[src/rtl/riscv_tlb_ptw_pkg.sv]
// Shared types and helpers for the Sv32 TLB and page-table walker.
// PTE flag indices, satp fields, privilege/access codes, walker states.
package riscv_tlb_ptw_pkg;

    localparam int PAGE_V = 0;
    localparam int PAGE_R = 1;
    localparam int PAGE_W = 2;
    localparam int PAGE_X = 3;
    localparam int PAGE_U = 4;
    localparam int PAGE_G = 5;
    localparam int PAGE_A = 6;
    localparam int PAGE_D = 7;

    localparam int SATP_MODE = 31;

    localparam logic [1:0] PRIV_U = 2'd0;
    localparam logic [1:0] PRIV_S = 2'd1;
    localparam logic [1:0] PRIV_M = 2'd3;

    localparam logic [1:0] ACC_LOAD  = 2'd0;
    localparam logic [1:0] ACC_STORE = 2'd1;
    localparam logic [1:0] ACC_EXEC  = 2'd2;

    typedef enum logic [2:0] {
        ST_IDLE,
        ST_L1_REQ,
        ST_L1_WAIT,
        ST_L2_REQ,
        ST_L2_WAIT,
        ST_CHECK,
        ST_FILL,
        ST_RESP
    } ptw_state_e;

    // Leaf permission check. A/D are never updated by hardware,
    // so a clear A, or a store to a clean page, faults.
    function automatic logic perm_fault(
        input logic [7:0] f,
        input logic [1:0] acc,
        input logic [1:0] priv,
        input logic       sum,
        input logic       mxr
    );
        logic base;
        logic u_bad;
        unique case (1'b1)
            acc == ACC_EXEC:  base = !f[PAGE_X];
            acc == ACC_STORE: base = !f[PAGE_W] | !f[PAGE_D];
            default:          base = !(f[PAGE_R] | (mxr & f[PAGE_X]));
        endcase
        if (priv == PRIV_U)
            u_bad = !f[PAGE_U];
        else if (acc == ACC_EXEC)
            u_bad = f[PAGE_U];
        else
            u_bad = f[PAGE_U] & !sum;
        return base | u_bad | !f[PAGE_A];
    endfunction

endpackage

[src/rtl/riscv_tlb_ptw_if.sv]
// Core request/response channel plus walker memory port.
// slave: translation unit side; master: core + memory side.
interface riscv_tlb_ptw_if #(
    parameter int TAG_W = 11
) ();
    logic             req_valid;
    logic             req_ready;
    logic [31:0]      req_vaddr;
    logic [1:0]       req_acc;
    logic             resp_valid;
    logic [31:0]      resp_paddr;
    logic             resp_pf;
    logic             resp_af;
    logic             mem_rd;
    logic [31:0]      mem_addr;
    logic [TAG_W-1:0] mem_tag;
    logic             mem_accept;
    logic             mem_ack;
    logic             mem_error;
    logic [31:0]      mem_rdata;
    logic [TAG_W-1:0] mem_resp_tag;

    modport slave (
        input  req_valid, req_vaddr, req_acc,
        input  mem_accept, mem_ack, mem_error,
        input  mem_rdata, mem_resp_tag,
        output req_ready, resp_valid, resp_paddr,
        output resp_pf, resp_af,
        output mem_rd, mem_addr, mem_tag
    );

    modport master (
        output req_valid, req_vaddr, req_acc,
        output mem_accept, mem_ack, mem_error,
        output mem_rdata, mem_resp_tag,
        input  req_ready, resp_valid, resp_paddr,
        input  resp_pf, resp_af,
        input  mem_rd, mem_addr, mem_tag
    );
endinterface

[src/rtl/riscv_tlb_cam.sv]
// Fully-associative TLB entry array: lookup, victim select, fill, flush.
// Ports: clk, rst_n (async, asserted high), flush, cur_asid, lk_*, fill_*.
// TLB_ASID_EN: entries tagged with ASID/global; flush spares global/other ASIDs.
module riscv_tlb_cam
    import riscv_tlb_ptw_pkg::*;
#(
    parameter int N = 8
) (
    input  logic        clk,
    input  logic        rst_n,
    input  logic        flush,
    input  logic [8:0]  cur_asid,
    input  logic [31:0] lk_vaddr,
    output logic        lk_hit,
    output logic [19:0] lk_ppn,
    output logic [7:0]  lk_flags,
    output logic        lk_mega,
    input  logic        fill,
    input  logic [19:0] fill_vpn,
    input  logic        fill_mega,
    input  logic [19:0] fill_ppn,
    input  logic [7:0]  fill_flags
);
    localparam int IW = (N > 1) ? $clog2(N) : 1;

    logic [N-1:0]  valid_q;
    logic [N-1:0]  mega_q;
    logic [19:0]   vpn_q [N];
    logic [19:0]   ppn_q [N];
    logic [7:0]    flg_q [N];
    logic [IW-1:0] ptr_q;
    logic [IW-1:0] victim;
    logic [N-1:0]  hv;
    logic [N-1:0]  kill;

`ifdef TLB_ASID_EN
    logic [8:0] asid_q [N];
`else
    logic unused_asid;
    assign unused_asid = ^cur_asid;
`endif

    always_comb begin
        hv = '0;
        kill = '0;
        for (int i = 0; i < N; i++) begin
            // Superpages compare only VPN[1].
            hv[i] = valid_q[i] & (mega_q[i]
                ? vpn_q[i][19:10] == lk_vaddr[31:22]
                : vpn_q[i] == lk_vaddr[31:12]);
`ifdef TLB_ASID_EN
            hv[i] = hv[i] & ((asid_q[i] == cur_asid) | flg_q[i][PAGE_G]);
            kill[i] = !flg_q[i][PAGE_G] & (asid_q[i] == cur_asid);
`else
            kill[i] = 1'b1;
`endif
        end
    end

    always_comb begin
        lk_hit = 1'b0;
        lk_ppn = '0;
        lk_flags = '0;
        lk_mega = 1'b0;
        for (int i = 0; i < N; i++) begin
            if (hv[i]) begin
                lk_hit = 1'b1;
                lk_ppn = lk_ppn | ppn_q[i];
                lk_flags = lk_flags | flg_q[i];
                lk_mega = lk_mega | mega_q[i];
            end
        end
    end

    // Lowest free slot wins; round-robin pointer only when full.
    always_comb begin
        victim = ptr_q;
        for (int i = N - 1; i >= 0; i--) begin
            if (!valid_q[i]) victim = IW'(i);
        end
    end

    always_ff @(posedge clk or posedge rst_n) begin
        if (rst_n) begin
            valid_q <= '0;
            ptr_q <= '0;
        end else if (flush) begin
            valid_q <= valid_q & ~kill;
        end else if (fill) begin
            valid_q[victim] <= 1'b1;
            ptr_q <= ptr_q + 1'b1;
        end
    end

    always_ff @(posedge clk) begin
        if (fill && !flush) begin
            vpn_q[victim] <= fill_vpn;
            ppn_q[victim] <= fill_ppn;
            flg_q[victim] <= fill_flags;
            mega_q[victim] <= fill_mega;
`ifdef TLB_ASID_EN
            asid_q[victim] <= cur_asid;
`endif
        end
    end

endmodule

[src/rtl/riscv_tlb_ptw.sv]
// Sv32 translation unit: TLB lookup, bypass, hardware page-table walker.
// Ports: clk, rst_n (async, asserted high), flush_tlb, satp_val, priv_lvl,
// sum_en, mxr_en, bus (riscv_tlb_ptw_if.slave). Option: TLB_ASID_EN.
module riscv_tlb_ptw
    import riscv_tlb_ptw_pkg::*;
#(
    parameter int               TLB_ENTRIES = 8,
    parameter int               TAG_W       = 11,
    parameter logic [TAG_W-1:0] PTW_TAG     = TAG_W'(11'h380)
) (
    input  logic        clk,
    input  logic        rst_n,
    input  logic        flush_tlb,
    input  logic [31:0] satp_val,
    input  logic [1:0]  priv_lvl,
    input  logic        sum_en,
    input  logic        mxr_en,
    riscv_tlb_ptw_if.slave bus
);
    ptw_state_e state_q, state_d;

    logic [31:0] va_q, pte_q;
    logic [1:0]  acc_q;
    logic        mega_q, pf_q, af_q, flush_seen_q;
    logic        lk_hit, lk_mega, fill;
    logic [19:0] lk_ppn;
    logic [7:0]  lk_flags;

    wire bypass = !satp_val[SATP_MODE] | (priv_lvl == PRIV_M);
    wire accept = bus.req_valid & bus.req_ready;
    wire fast = bypass | lk_hit;

    // Only tags with [9:7]==3'b111 are walker responses.
    wire walk_ack = bus.mem_ack & (bus.mem_resp_tag[9:7] == 3'b111);
    wire [31:0] pte = bus.mem_rdata;
    wire pte_leaf = |pte[PAGE_X:PAGE_R];
    wire pte_bad = !pte[PAGE_V] | (pte[PAGE_W] & !pte[PAGE_R]);

    wire hit_pf = perm_fault(lk_flags, bus.req_acc,
                             priv_lvl, sum_en, mxr_en);
    wire [31:0] hit_pa = lk_mega
        ? {lk_ppn[19:10], bus.req_vaddr[21:0]}
        : {lk_ppn, bus.req_vaddr[11:0]};

    wire chk_pf = perm_fault(pte_q[7:0], acc_q, priv_lvl, sum_en, mxr_en)
                | (mega_q & |pte_q[19:10]);
    wire [31:0] walk_pa = mega_q
        ? {pte_q[29:20], va_q[21:0]}
        : {pte_q[29:10], va_q[11:0]};

    wire [31:0] l1_addr = {satp_val[19:0], 12'h000}
                        + {20'h0, va_q[31:22], 2'b00};
    wire [31:0] l2_addr = {pte_q[29:10], 12'h000}
                        + {20'h0, va_q[21:12], 2'b00};

    logic unused_bits;
    assign unused_bits = ^{satp_val[30:20], pte_q[31:30],
                           pte_q[9:8], bus.mem_resp_tag};

    riscv_tlb_cam #(.N(TLB_ENTRIES)) u_cam (
        .clk        (clk),
        .rst_n      (rst_n),
        .flush      (flush_tlb),
        .cur_asid   (satp_val[30:22]),
        .lk_vaddr   (bus.req_vaddr),
        .lk_hit     (lk_hit),
        .lk_ppn     (lk_ppn),
        .lk_flags   (lk_flags),
        .lk_mega    (lk_mega),
        .fill       (fill),
        .fill_vpn   (va_q[31:12]),
        .fill_mega  (mega_q),
        .fill_ppn   (pte_q[29:10]),
        .fill_flags (pte_q[7:0])
    );

    assign bus.req_ready = (state_q == ST_IDLE) & !rst_n;
    assign bus.mem_tag = PTW_TAG;

    always_comb begin
        state_d = state_q;
        fill = 1'b0;
        bus.mem_rd = 1'b0;
        bus.mem_addr = '0;
        unique case (state_q)
            ST_IDLE: if (accept && !fast) state_d = ST_L1_REQ;
            ST_L1_REQ: begin
                bus.mem_rd = 1'b1;
                bus.mem_addr = l1_addr;
                if (bus.mem_accept) state_d = ST_L1_WAIT;
            end
            ST_L1_WAIT: if (walk_ack) begin
                if (bus.mem_error || pte_bad) state_d = ST_RESP;
                else if (pte_leaf) state_d = ST_CHECK;
                else state_d = ST_L2_REQ;
            end
            ST_L2_REQ: begin
                bus.mem_rd = 1'b1;
                bus.mem_addr = l2_addr;
                if (bus.mem_accept) state_d = ST_L2_WAIT;
            end
            ST_L2_WAIT: if (walk_ack) begin
                if (bus.mem_error || pte_bad || !pte_leaf)
                    state_d = ST_RESP;
                else
                    state_d = ST_CHECK;
            end
            ST_CHECK: state_d = chk_pf ? ST_RESP : ST_FILL;
            ST_FILL: begin
                // A flush seen at any point in the walk drops the fill.
                fill = !flush_tlb & !flush_seen_q;
                state_d = ST_RESP;
            end
            ST_RESP: state_d = ST_IDLE;
            default: state_d = ST_IDLE;
        endcase
    end

    always_ff @(posedge clk or posedge rst_n) begin
        if (rst_n) state_q <= ST_IDLE;
        else state_q <= state_d;
    end

    always_ff @(posedge clk or posedge rst_n) begin
        if (rst_n) begin
            va_q <= '0;
            acc_q <= '0;
            pte_q <= '0;
            mega_q <= 1'b0;
            pf_q <= 1'b0;
            af_q <= 1'b0;
            flush_seen_q <= 1'b0;
        end else begin
            flush_seen_q <= flush_seen_q | flush_tlb;
            if (accept) begin
                va_q <= bus.req_vaddr;
                acc_q <= bus.req_acc;
                pf_q <= 1'b0;
                af_q <= 1'b0;
                mega_q <= 1'b0;
                flush_seen_q <= 1'b0;
            end
            if (state_q == ST_L1_WAIT && walk_ack) begin
                pte_q <= pte;
                af_q <= bus.mem_error;
                pf_q <= !bus.mem_error & pte_bad;
                mega_q <= pte_leaf;
            end
            if (state_q == ST_L2_WAIT && walk_ack) begin
                pte_q <= pte;
                af_q <= bus.mem_error;
                pf_q <= !bus.mem_error & (pte_bad | !pte_leaf);
            end
            if (state_q == ST_CHECK) pf_q <= chk_pf;
        end
    end

    always_ff @(posedge clk or posedge rst_n) begin
        if (rst_n) begin
            bus.resp_valid <= 1'b0;
            bus.resp_paddr <= '0;
            bus.resp_pf <= 1'b0;
            bus.resp_af <= 1'b0;
        end else begin
            bus.resp_valid <= (accept & fast) | (state_q == ST_RESP);
            bus.resp_pf <= 1'b0;
            bus.resp_af <= 1'b0;
            if (accept && bypass) begin
                bus.resp_paddr <= bus.req_vaddr;
            end else if (accept && lk_hit) begin
                bus.resp_paddr <= hit_pa;
                bus.resp_pf <= hit_pf;
            end else if (state_q == ST_RESP) begin
                bus.resp_paddr <= walk_pa;
                bus.resp_pf <= pf_q;
                bus.resp_af <= af_q;
            end
        end
    end

endmodule

[src/flat_wrapper.sv]
// flat-port wrapper written by rule: the top's interface ports become plain ports
module riscv_tlb_ptw_flat import riscv_tlb_ptw_pkg::*;
#(
    parameter int               TLB_ENTRIES = 8,
    parameter int               TAG_W       = 11,
    parameter logic [TAG_W-1:0] PTW_TAG     = TAG_W'(11'h380)
)
  (clk, rst_n, flush_tlb, satp_val, priv_lvl, sum_en, mxr_en, bus_req_valid, bus_req_vaddr, bus_req_acc, bus_mem_accept, bus_mem_ack, bus_mem_error, bus_mem_rdata, bus_mem_resp_tag, bus_req_ready, bus_resp_valid, bus_resp_paddr, bus_resp_pf, bus_resp_af, bus_mem_rd, bus_mem_addr, bus_mem_tag);
  riscv_tlb_ptw_if #(.TAG_W(TAG_W)) bus_i ();
  input  logic clk;
  input  logic rst_n;
  input  logic flush_tlb;
  input  logic [31:0] satp_val;
  input  logic [1:0] priv_lvl;
  input  logic sum_en;
  input  logic mxr_en;
  input wire logic [$bits(bus_i.req_valid)-1:0] bus_req_valid;
  input wire logic [$bits(bus_i.req_vaddr)-1:0] bus_req_vaddr;
  input wire logic [$bits(bus_i.req_acc)-1:0] bus_req_acc;
  input wire logic [$bits(bus_i.mem_accept)-1:0] bus_mem_accept;
  input wire logic [$bits(bus_i.mem_ack)-1:0] bus_mem_ack;
  input wire logic [$bits(bus_i.mem_error)-1:0] bus_mem_error;
  input wire logic [$bits(bus_i.mem_rdata)-1:0] bus_mem_rdata;
  input wire logic [$bits(bus_i.mem_resp_tag)-1:0] bus_mem_resp_tag;
  output wire logic [$bits(bus_i.req_ready)-1:0] bus_req_ready;
  output wire logic [$bits(bus_i.resp_valid)-1:0] bus_resp_valid;
  output wire logic [$bits(bus_i.resp_paddr)-1:0] bus_resp_paddr;
  output wire logic [$bits(bus_i.resp_pf)-1:0] bus_resp_pf;
  output wire logic [$bits(bus_i.resp_af)-1:0] bus_resp_af;
  output wire logic [$bits(bus_i.mem_rd)-1:0] bus_mem_rd;
  output wire logic [$bits(bus_i.mem_addr)-1:0] bus_mem_addr;
  output wire logic [$bits(bus_i.mem_tag)-1:0] bus_mem_tag;
  assign bus_i.req_valid = bus_req_valid;
  assign bus_i.req_vaddr = bus_req_vaddr;
  assign bus_i.req_acc = bus_req_acc;
  assign bus_i.mem_accept = bus_mem_accept;
  assign bus_i.mem_ack = bus_mem_ack;
  assign bus_i.mem_error = bus_mem_error;
  assign bus_i.mem_rdata = bus_mem_rdata;
  assign bus_i.mem_resp_tag = bus_mem_resp_tag;
  assign bus_req_ready = bus_i.req_ready;
  assign bus_resp_valid = bus_i.resp_valid;
  assign bus_resp_paddr = bus_i.resp_paddr;
  assign bus_resp_pf = bus_i.resp_pf;
  assign bus_resp_af = bus_i.resp_af;
  assign bus_mem_rd = bus_i.mem_rd;
  assign bus_mem_addr = bus_i.mem_addr;
  assign bus_mem_tag = bus_i.mem_tag;
  riscv_tlb_ptw #(.TLB_ENTRIES(TLB_ENTRIES), .TAG_W(TAG_W), .PTW_TAG(PTW_TAG)) u_core (.clk(clk), .rst_n(rst_n), .flush_tlb(flush_tlb), .satp_val(satp_val), .priv_lvl(priv_lvl), .sum_en(sum_en), .mxr_en(mxr_en), .bus(bus_i));
endmodule
[config.mk]
export PLATFORM = sky130hd
export DESIGN_NAME = riscv_tlb_ptw_flat
export DESIGN_NICKNAME = d
export VERILOG_FILES = /design/src/rtl/riscv_tlb_ptw_pkg.sv /design/src/rtl/riscv_tlb_ptw_if.sv /design/src/rtl/riscv_tlb_cam.sv /design/src/rtl/riscv_tlb_ptw.sv /design/src/flat_wrapper.sv
export SDC_FILE = /design/constraint.sdc
export NUM_CORES = 1
export LEC_CHECK = 0
export ABC_AREA = 1
export CORE_MARGIN = 3
export CORE_UTILIZATION = 48
export DETAILED_ROUTE_END_ITERATION = 7
export MAX_ROUTING_LAYER = met4
export PLACE_DENSITY = 0.72
export SYNTH_ARGS = -nofsm -noshare
export SYNTH_HDL_FRONTEND = slang
export SYNTH_HIERARCHICAL = 1
export SYNTH_SLANG_ARGS = --single-unit
[constraint.sdc]
create_clock -name clk -period 7.3 [get_ports clk]
set_clock_uncertainty 0.2 [all_clocks]
set_input_delay 0.73 -clock clk [delete_from_list [all_inputs] [get_ports clk]]
set_output_delay 0.73 -clock clk [all_outputs]
set_load 0.005 [all_outputs]
==> metrics.yaml, run 1 <==
outcome: "complete, no violations"
yosys_warnings: 6
cts_root_buf: "clkbuf_16"
crit_family: "buffers and inverters"
cp-start-kind: "input port"
slew_violations: 0
grt_max_degree: 63
slew_headroom_pct: 32.1
tns_ps: 0
stdcell_count: 3056
core_area_um2: 45700
rsz0062_at_grt: "false"
path_depth: 20
antenna_found_initial: 0
power.density_nw_per_um2: 316
layout.nets: 2538
drt-wirelength-per-cell_um: 21.5
min_path_type: "flop to flop"
drc: 0
maxCapViolCount: 0
criticalPathCategory: "input port to flop"
met2_length_um: 30300
cts_buffers: 51
p_leak_nw: 10.9
min_period_ps: 4800
cts_buffer_depth: 3
track_usage_pct: 26.8
r2r-start: "u_core/state_q[1]"
syn_to_final_growth_pct: 16.3
die_h_um: 222
num_vias: 17100
startpoint: "bus_req_vaddr[22]"
cts_sinks: 489
max-vdd-ir-drop_v: 0.000243
drt_iter0_drc: 2110
hpwl_um: 40700
post_cts_resized: 0
fp.dieArea_um2: 49100
fin_crit_sh_pct: 65.7
dr.max_layer_used: "met4"
die_w_um: 222
first_pass_iters: 6
cpPeakStageDelay_ps: 830
clkLatencyLatePin_ps: 580
crit_required_ps: 7540
min_path_cells: 2
crit_path_top_delay_cell: "clkdlybuf4s50_1"
crit_top_cell: "nand2_1"
grt_pass1_vias: 16600
cp_max_fo: 28
numPortBuffers: 162
setup_viol: 0
rr_endpoint: "u_core/bus.resp_paddr[2]"
grt_first_pass_wirelength_um: 98300
syn_inst: 2276
r2r_cells: 7
worstSetupEndpointType: "flop"
htreeDepth: 2
max_freq_mhz: 208
postRouteWirelength_um: 65700
cts_hold_buf: 0
start_util_pct: 48.9
worst_slew_pin_slew_ps: 1020
gr-total-overflow: 0
endpoint: "u_core/bus.resp_paddr[2]"
cts_tree: "done"
dp.cells: 2960
io_pins: 200
r2r_slack_ps: 2960
crit_arrival_ps: 5030
finalHoldViolCount: 0
path_buf_inv: 6
drive_gt1_share_pct: 6.68
place_congestion: 0.911
syn_area_per_cell_um2: 9.81
postCtsSetupBuffers: 0
antenna_left: 0
wl_met1_um: 25800
viasPerCell: 5.60
synthesis.area_um2: 22300
rows: 78
path_clk_slew_ps: 60
dr_wl_met3_um: 7620
cp_cell_sequence: "clkdlybuf4s50_1 -> inv_1 -> nand2_1 -> o21ai_0 -> nor2_1 -> nand2_1 -> nor3_4 -> buf_4 -> nand2_1 -> nand2_1 -> nor2_1 -> nand2_1 -> inv_2 -> nand3_1 -> inv_2 -> nor2_4 -> nor2_4 -> buf_4 -> nand2_1 -> o221ai_1"
-- through the flow --
step	worst slack [ps]	area [um2]	power (mW)	util, %	hold slack [ps]
floorplan	3000	22400	4.64	-	246
global placement	2110	24300	5.56	53.1	261
detailed placement	2100	24300	5.62	53.1	269
CTS	2690	26000	8.21	56.8	280
global route	2270	26000	8.53	56.8	314
finish	2500	26000	8.20	56.8	282
-- sequential cells by signal, summed over array words and instances (netlist names) --
| signal | cells |
|---|---|
| u_core/u_cam/flg_q | 48 |
| u_core/va_q | 32 |
| u_core/bus.resp_pf | 1 |
| u_core/bus.resp_af | 1 |
| u_core/bus.resp_valid | 1 |
| u_core/af_q | 1 |
| u_core/u_cam/ptr_q | 3 |
| u_core/u_cam/vpn_q | 160 |
| u_core/acc_q | 2 |
| u_core/pf_q | 1 |
| u_core/bus.resp_paddr | 32 |
| u_core/u_cam/mega_q | 8 |
| u_core/mega_q | 1 |
| u_core/state_q | 3 |
| u_core/pte_q | 26 |
| u_core/flush_seen_q | 1 |
| u_core/u_cam/valid_q | 8 |
| u_core/u_cam/ppn_q | 160 |
-- layer usage --
| layer | vias up | GRT usage (%) |
|---|---|---|
| li1 | 7775 | - |
| met1 | 8183 | 35.7 |
| met2 | 1028 | 41.2 |
| met3 | 131 | 5.80 |
| met4 | 0 | 9.31 |
| met5 | - | - |
-- report_power, final --
group          internal, mW  switching [mW]
Sequential             3.55           0.530
Combinational         0.642           0.878
Clock                  1.56            1.05
-- cell usage in the layout, fill, tap and decap left out, drive strengths merged, types with 2 or more instances in the layout --
master	instances
o21bai	7
o221ai	3
nor2	201
ha	5
conb	13
clkinvlp	2
bufinv	2
nand3	283
nor3	10
nand3b	4
or2	5
nand4	11
o22ai	10
clkbuf	85
o21ai	138
buf	30
clkdlybuf4s50	162
xnor2	26
xor2	24
clkinv	7
inv	230
nand2	644
a21oi	59
dfrtp	113
edfxtp	376
-- worst register-to-register path, cell delays in order (launching register included) --
cell      delay (ps)
dfrtp_1          520
nor2_4           830
nand4_4          990
nor2_4           900
nor2_4           280
buf_4            300
nand2_1           80
o221ai_1         120
-- how the worst min path moves through the flow --
stage / to / start / slack (ps)
3_3_place_gp: u_core/va_q[3] / u_core/va_q[3] / 260
2_1_floorplan: u_core/u_cam/ptr_q[2] / u_core/u_cam/ptr_q[2] / 250
3_5_place_dp: u_core/u_cam/ptr_q[2] / u_core/u_cam/ptr_q[2] / 270
6_report: u_core/va_q[6] / u_core/va_q[6] / 280
5_1_grt: u_core/va_q[7] / u_core/va_q[7] / 310
4_1_cts: u_core/u_cam/ptr_q[2] / u_core/u_cam/ptr_q[2] / 280
-- final cells by class --
class / instances / area, um2
fillers: 3828 / 19700
flip-flops and latches: 489 / 14100
multi-input cells: 1448 / 6660
repair buffers: 192 / 1850
clock buffers: 85 / 1600
inverters: 231 / 875
well taps: 600 / 751
clock inverters: 10 / 103
diodes: 1 / 2.50
Power figures use the tool's default switching activity.
==> inputs of run 2 (changes only) <==
--- a/config.mk
+++ b/config.mk
@@ -10,7 +10,7 @@
 export CORE_UTILIZATION = 48
 export DETAILED_ROUTE_END_ITERATION = 7
 export MAX_ROUTING_LAYER = met4
-export PLACE_DENSITY = 0.72
+export PLACE_DENSITY = 0.75
 export SYNTH_ARGS = -nofsm -noshare
 export SYNTH_HDL_FRONTEND = slang
 export SYNTH_HIERARCHICAL = 1
==> constraint.sdc (replaced) <==
create_clock -name clk -period 4.3 [get_ports clk]
set_clock_uncertainty 0.2 [all_clocks]
set_input_delay 0.43 -clock clk [delete_from_list [all_inputs] [get_ports clk]]
set_output_delay 0.43 -clock clk [all_outputs]
set_load 0.005 [all_outputs]
==> metrics.yaml, run 2 (synthesis results as in run 1) <==
post-place-ws_ps: 375
tns_ps: 0
postRouteWirelength_um: 64800
final_area_um2: 26300
criticalPathCategory: "flop to output pin"
path_buf_inv: 2
min_path_cells: 3
num_vias: 17300
clkLatencyLatePin_ps: 580
finalHoldViolCount: 0
htreeDepth: 2
antenna_left: 0
setup_slack_ps: 538
core_area_um2: 45700
cts_sinks: 489
cp_max_fo: 18
place_congestion: 0.902
antenna_found_initial: 1
crit_family: "buffers and inverters"
path_clk_slew_ps: 60
postCtsSetupBuffers: 0
top_regs: "u_core/u_cam/ppn_q: 160 flops, u_core/u_cam/vpn_q: 160 flops, u_core/u_cam/flg_q: 48 flops"
drc: 0
crit_required_ps: 3670
outcome: "complete, no violations"
cts_buffer_depth: 3
worst_slew_pin_slew_ps: 1040
r2r_cells: 7
min_path_type: "input port to flop"
gr-total-overflow: 0
final_common_cell: "nand2_1"
io_pins: 200
crit_arrival_ps: 3130
slew_headroom_pct: 30.5
grt_max_degree: 60
power.density_nw_per_um2: 529
grt_pass1_vias: 17100
cpPeakStageDelay_ps: 580
max-vdd-ir-drop_v: 0.000350
min_period_ps: 3760
rsz0062_at_grt: "false"
final_cell_mix: "nand2_1, edfxtp_1, nand3_1"
drt_iter0_drc: 2055
first_pass_iters: 6
setup_viol: 0
p_leak_nw: 11.0
fin_crit_sh_pct: 87.5
syn_to_final_growth_pct: 17.6
cp_cell_sequence: "nor2_4 -> buf_4 -> nand2_1 -> o22ai_1 -> clkdlybuf4s50_1"
rows: 78
layout.nets: 2570
slew_violations: 0
start_util_pct: 48.9
drt-wirelength-per-cell_um: 21.0
track_usage_pct: 26.6
path_depth: 5
stdcell_count: 3087
cts_tree: "done"
grt_first_pass_wirelength_um: 98300
cts_root_buf: "clkbuf_16"
viasPerCell: 5.61
fp.dieArea_um2: 49100
final_core_util_pct: 57.5
cts_hold_buf: 0
crit_path_top_delay_cell: "clkdlybuf4s50_1"
cp-start-kind: "flop"
dp.cells: 2994
worstSetupEndpointType: "output pin"
post_cts_resized: 0
numPortBuffers: 162
die_w_um: 222
max_freq_mhz: 266
die_h_um: 222
hpwl_um: 41400
holdWs_ps: 225
maxCapViolCount: 0
cts_buffers: 49
power_mw: 13.9
place_area_um2: 24600
drive_gt1_share_pct: 8.00
-- run 2: cell types whose count changed in the layout (fill, tap and decap cells not counted), moves of 2 or more --
cell	previous run	this run
buf_4	30	56
buf_12	0	8
clkbuf_1	18	11
clkinv_2	4	10
clkbuf_8	13	8
clkinv_1	3	5
-- run 2: per-layer routing --
layer	global-route usage [%]	vias up	wire length (um)
met2	43.4	1057	31200
met3	5.43	176	7040
met1	32.6	8251	24100
met4	11.2	0	2490
li1	-	7828	-
met5	-	-	0
-- run 2: power breakdown --
group	internal, mW	switching (mW)
sequential	6.02	0.806
clock	2.56	1.80
combinational	1.16	1.56
total	9.74	4.17
-- run 2: worst min-delay path: stages --
cell             delay (ps)
clkdlybuf4s50_1         390
inv_1                    60
o21ai_0                  80
-- run 2: path summary, 6_finish.rpt --
kind | from | end | slack [ps]
min reg2reg | u_core/bus.resp_paddr[19] | u_core/bus.resp_paddr[19] | 280
min in group asynchronous | rst_n | u_core/u_cam/valid_q[5] | 270
max reg2reg | u_core/state_q[1] | u_core/u_cam/mega_q[3] | 970
max in group asynchronous | rst_n | u_core/bus.resp_paddr[18] | 2180
max | u_core/state_q[1] | bus_mem_addr[8] | 540
min | bus_req_vaddr[9] | u_core/va_q[9] | 230
-- run 2: final cells by class --
class	instances	area, um2
flip-flops and latches	489	14100
clock inverters	20	180
multi-input cells	1448	6650
repair buffers	226	2200
diodes	1	2.50
well taps	600	751
clock buffers	72	1480
fillers	3742	19400
inverters	231	875
==> inputs of run 3 (changes only) <==
--- a/config.mk
+++ b/config.mk
@@ -11,6 +11,7 @@
 export DETAILED_ROUTE_END_ITERATION = 7
 export MAX_ROUTING_LAYER = met4
 export PLACE_DENSITY = 0.75
+export RECOVER_POWER = 25
 export SYNTH_ARGS = -nofsm -noshare
 export SYNTH_HDL_FRONTEND = slang
 export SYNTH_HIERARCHICAL = 1
==> metrics.yaml, run 3 (synthesis results as in run 1) <==
outcome: "complete, no violations"
min_period_ps: 3760
place_area_um2: 24600
slew_headroom_pct: 32.6
met2_length_um: 31300
endpoint: "bus_mem_addr[8]"
seq_power_share_pct: 49.1
max-vdd-ir-drop_v: 0.000350
worst_slew_pin_slew_ps: 1010
drive_gt1_share_pct: 7.80
final_common_cell: "nand2_1"
fp.dieArea_um2: 49100
die_w_um: 222
hpwl_um: 41400
p_sw_mw: 4.17
post_cts_resized: 0
numPortBuffers: 162
holdWs_ps: 226
clkLatencyLatePin_ps: 580
crit_arrival_ps: 3130
start_util_pct: 48.9
place_congestion: 0.902
viasPerCell: 5.61
worstSetupEndpointType: "output pin"
postCtsSetupBuffers: 0
grt_max_degree: 60
crit_path_top_delay_cell: "clkdlybuf4s50_1"
cp_cell_sequence: "nor2_4 -> buf_4 -> nand2_1 -> o22ai_1 -> clkdlybuf4s50_1"
drt-wirelength-per-cell_um: 21.0
maxCapViolCount: 0
antenna_left: 0
power_frac_clock_pct: 31.4
num_vias: 17300
final_cell_mix: "nand2_1, edfxtp_1, nand3_1"
core_area_um2: 45700
rsz0062_at_grt: "false"
cts_buffer_depth: 3
layout.nets: 2570
fin_crit_sh_pct: 87.4
grt_first_pass_wirelength_um: 98300
syn_to_final_growth_pct: 17.5
io_pins: 200
crit_required_ps: 3670
rr_endpoint: "u_core/u_cam/mega_q[3]"
power.internal_mw: 9.72
min_path_type: "input port to flop"
slew_violations: 0
top_regs: "u_core/u_cam/ppn_q: 160 flops, u_core/u_cam/vpn_q: 160 flops, u_core/u_cam/flg_q: 48 flops"
post-place-ws_ps: 375
cts_sinks: 489
path_clk_slew_ps: 60
cts_tree: "done"
final_core_util_pct: 57.5
rows: 78
die_h_um: 222
cp_max_fo: 18
setup_viol: 0
tns_ps: 0
htreeDepth: 2
grt_pass1_vias: 17100
first_pass_iters: 6
p_leak_nw: 11.0
pwr-share-comb_pct: 19.5
cts_buffers: 49
cts_hold_buf: 0
postRouteWirelength_um: 64800
final_area_um2: 26200
cts_root_buf: "clkbuf_16"
antenna_found_initial: 1
criticalPathCategory: "flop to output pin"
dr.max_layer_used: "met4"
power.density_nw_per_um2: 529
max_freq_mhz: 266
r2r_slack_ps: 970
wl_met1_um: 24300
drt_iter0_drc: 2062
p_sw_share_pct: 30.0
gr-total-overflow: 0
r2r-start: "u_core/state_q[1]"
cp-start-kind: "flop"
setup_slack_ps: 541
startpoint: "u_core/state_q[1]"
dr_wl_met3_um: 6610
track_usage_pct: 26.6
r2r_cells: 7
drc: 0
cpPeakStageDelay_ps: 580
finalHoldViolCount: 0
[run 3: final cells by class]
| class | instances | area (um2) |
|---|---|---|
| flip-flops and latches | 489 | 14100 |
| clock buffers | 72 | 1480 |
| repair buffers | 226 | 2180 |
| inverters | 231 | 875 |
| clock inverters | 20 | 180 |
| well taps | 600 | 751 |
| multi-input cells | 1448 | 6650 |
| diodes | 1 | 2.50 |
| fillers | 3748 | 19400 |
[run 3: worst max-delay path, delay by kind of cell, from the launching register on]
| family | cells | cell delay (ps) |
|---|---|---|
| AO/OA/AOI/OAI | 1 | 410 |
| buffers and inverters | 2 | 930 |
| flip-flops | 1 | 510 |
| AND/OR/NAND/NOR | 2 | 690 |
[run 3: how the worst min path moves through the flow]
| stage | from | endpoint | slack, ps | cells after the start |
|---|---|---|---|---|
| floorplan | rst_n | u_core/u_cam/ptr_q[0] | 80 | 1 |
| global placement | u_core/va_q[9] | u_core/va_q[9] | 260 | 2 |
| detailed placement | u_core/bus.resp_paddr[19] | u_core/bus.resp_paddr[19] | 270 | 2 |
| CTS | bus_mem_rdata[26] | u_core/pte_q[26] | 200 | 3 |
| global route | bus_mem_rdata[26] | u_core/pte_q[26] | 220 | 3 |
| finish | bus_req_vaddr[9] | u_core/va_q[9] | 230 | 3 |
[run 3: layer usage]
metal	GRT usage, %	up-vias
met5	-	-
li1	-	7836
met2	43.4	999
met4	11.2	0
met3	5.43	193
met1	32.6	8278
[run 3: power groups by stage]
stage,clock network [mW],logic (mW),registers [mW]
after floorplan,0,1.32,6.56
after global placement,0,2.61,6.86
after detailed placement,0,2.68,6.90
after CTS,4.41,2.71,6.82
after global routing,4.59,2.95,6.91
final,4.37,2.70,6.82
[run 3: stage by stage]
| stage | total power, mW | instances |
|---|---|---|
| after floorplan | 7.88 | 2287 |
| after global placement | 9.47 | 2994 |
| after detailed placement | 9.58 | 2994 |
| after CTS | 13.9 | 3086 |
| after global routing | 14.5 | 3087 |
| final | 13.9 | 3087 |
==> RTL edit, RTL diff (flow settings as in run 2) <==
Reset style: synchronous (`rst_n`), changed in 4 clocked blocks. Comments in the files are not updated.
--- a/src/rtl/riscv_tlb_cam.sv
+++ b/src/rtl/riscv_tlb_cam.sv
@@ -80,7 +80,7 @@
         end
     end
 
-    always_ff @(posedge clk or posedge rst_n) begin
+    always_ff @(posedge clk) begin
         if (rst_n) begin
             valid_q <= '0;
             ptr_q <= '0;
--- a/src/rtl/riscv_tlb_ptw.sv
+++ b/src/rtl/riscv_tlb_ptw.sv
@@ -116,12 +116,12 @@
         endcase
     end
 
-    always_ff @(posedge clk or posedge rst_n) begin
+    always_ff @(posedge clk) begin
         if (rst_n) state_q <= ST_IDLE;
         else state_q <= state_d;
     end
 
-    always_ff @(posedge clk or posedge rst_n) begin
+    always_ff @(posedge clk) begin
         if (rst_n) begin
             va_q <= '0;
             acc_q <= '0;
@@ -155,7 +155,7 @@
         end
     end
 
-    always_ff @(posedge clk or posedge rst_n) begin
+    always_ff @(posedge clk) begin
         if (rst_n) begin
             bus.resp_valid <= 1'b0;
             bus.resp_paddr <= '0;
Formal check against the unedited RTL: differs if rst_n is asserted again (counterexample within 4 cycles, from zero or initial values and one cycle with rst_n high); with rst_n held inactive, the same outputs for 4 cycles.
==> RTL edit against run 2 <==
  * The run now ends with DRC left
  * Sequential cell count stayed put
  * Critical path depth stayed put
  * Register-to-register slack gained 110 ps
  * Design area down 2.8%
  * Worst setup slack gained 180 ps
  * Core utilization shrank 0.12 points
  * Count of clock-buffer cells in the layout grew 4
  * Hold slack better by 29 ps
  * Routed wire length shrank 3.3%
  * Area after synthesis decreased by 2.5%
Power is not compared: it rests on default switching activity, and its combinational part moved more than twofold at a synthesized area within 25%.
==> RTL edit: results (changes against run 2) <==
Status -> finished with violations (was completed)
Failing checks -> DRC
Metal1 wirelength -> 24.2 mm (was 24.1 mm)
Slowest stage delay, CP -> 780 ps (was 580 ps)
Reg2reg end -> u_core/u_cam/ppn_q[1][17] (was u_core/u_cam/mega_q[3])
Met2 wire length -> 28.7 mm (was 31.2 mm)
Share of layout cells above drive strength 1 -> 9.03% (was 8.00%)
Largest net degree at the start of global routing -> 48 (was 60)
Vias in the first global route -> 16400 (was 17100)
All-Layer GR Usage -> 26.4% (was 26.6%)
Clk slew on worst S/H paths -> 60 ps (about the same)
Initial antenna violation count -> 0 (was 1)
Remaining global-route overflow -> 0 (unchanged)
Placed cell count -> 2902 (was 2994)
Family with the most delay on the worst path -> buffers and inverters (unchanged)
Initial drt markers -> 1917 (was 2055)
Critical R2R Launch -> u_core/state_q[0] (was u_core/state_q[1])
Relative slew slack -> 25.9% (was 30.5%)
GPL Wtd Cong -> 0.907 (was 0.902)
CTS buffer count -> 50 (was 49)
P_leak -> 9.98 nW
Clock buffer depth -> 3 (unchanged)
Hold Startpoint -> bus_req_vaddr[8] (was bus_req_vaddr[9])
Antenna Cells -> 0 (was 1)
Vias/cell -> 5.69 (was 5.61)
FF-to-FF setup slack -> 1080 ps (was 970 ps)
WL/cell -> 20.9 um (was 21.0 um)
Synth Instances -> 2199 (was 2276)
Clk_lat worst skew -> 570 ps
Final cell count without fillers -> 2996 (was 3087)
CP max stage cell -> dfxtp_1 (was clkdlybuf4s50_1)
Drt first pass iters -> 8 (was 6)
CP max FO -> 18 (unchanged)
CP endpoint -> bus_mem_addr[4] (was bus_mem_addr[8])
Net count, final -> 2487 (was 2570)
Met3 WL post-DR -> 7.19 mm (was 7.04 mm)
Post-DP HPWL -> 39.9 mm (was 41.4 mm)
WP data arrival -> 2950 ps (was 3130 ps)
Residual DRC -> 1 (was 0)
First-pass GRT wire length -> 93.8 mm (was 98.3 mm)
Crit Path Class -> reg2out (unchanged)
[RTL edit: changes by cell type in the layout (fill, tap and decap cells not counted), sizes merged, moves of 4 or more]
cell and delta:
dfxtp +113, buf -7, nor2 +33, mux2i +19, clkbuf +4, nand2 -132
nand3 +4, xnor2 +12, inv -33, o22ai +23, or2 +4, nand3b -4
dfrtp -113
[RTL edit: worst reg2reg max path, cell delays in order, from the launching register on]
cell and delay [ps]:
dfxtp_1 540, buf_4 340, nor4_1 410, inv_1 180, nor2_1 320, nand3_1 260, nor2_4 170, buf_4 420
[RTL edit: cell type report]
| class | count | area (um^2) |
|---|---|---|
| Multi-Input combinational cell | 1406 | 6840 |
| Fill cell | 3613 | 19000 |
| Tap cell | 592 | 741 |
| Sequential cell | 489 | 13600 |
| Timing Repair Buffer | 219 | 2070 |
| Clock inverter | 18 | 163 |
| Clock buffer | 76 | 1430 |
| Inverter | 196 | 736 |
[RTL edit: power groups by stage]
stage / registers (mW) / logic [mW] / clock network [mW]
after CTS: 5.55 / 1.28 / 4.21
after detailed placement: 5.65 / 1.27 / 0
final: 5.56 / 1.29 / 4.19
after global placement: 5.64 / 1.24 / 0
after global routing: 5.57 / 1.41 / 4.41
after floorplan: 5.50 / 0.743 / 0
[RTL edit: stage by stage]
stage	cell area (um^2)	power, mW	util (%)	worst slack, ps	hold WS (ps)
floorplan	21800	6.24	-	370	233
global placement	23900	6.88	53.8	436	241
detailed placement	23900	6.92	53.8	368	247
CTS	25500	11.0	57.4	715	247
global route	25500	11.4	57.4	606	263
finish	25500	11.0	57.4	722	254
[RTL edit: worst min-delay path by stage]
stage | end | cells past startpoint
global route | u_core/va_q[5] | 3
detailed placement | u_core/bus.resp_paddr[3] | 2
CTS | u_core/va_q[8] | 3
finish | u_core/va_q[8] | 3
floorplan | u_core/bus.resp_af | 2
global placement | u_core/bus.resp_paddr[29] | 2
[RTL edit: routing by layer]
metal | GRT usage (%) | vias up
li1 | - | 7685
met1 | 34.4 | 7992
met2 | 41.0 | 1164
met3 | 4.68 | 196
met4 | 11.1 | 0
met5 | - | -
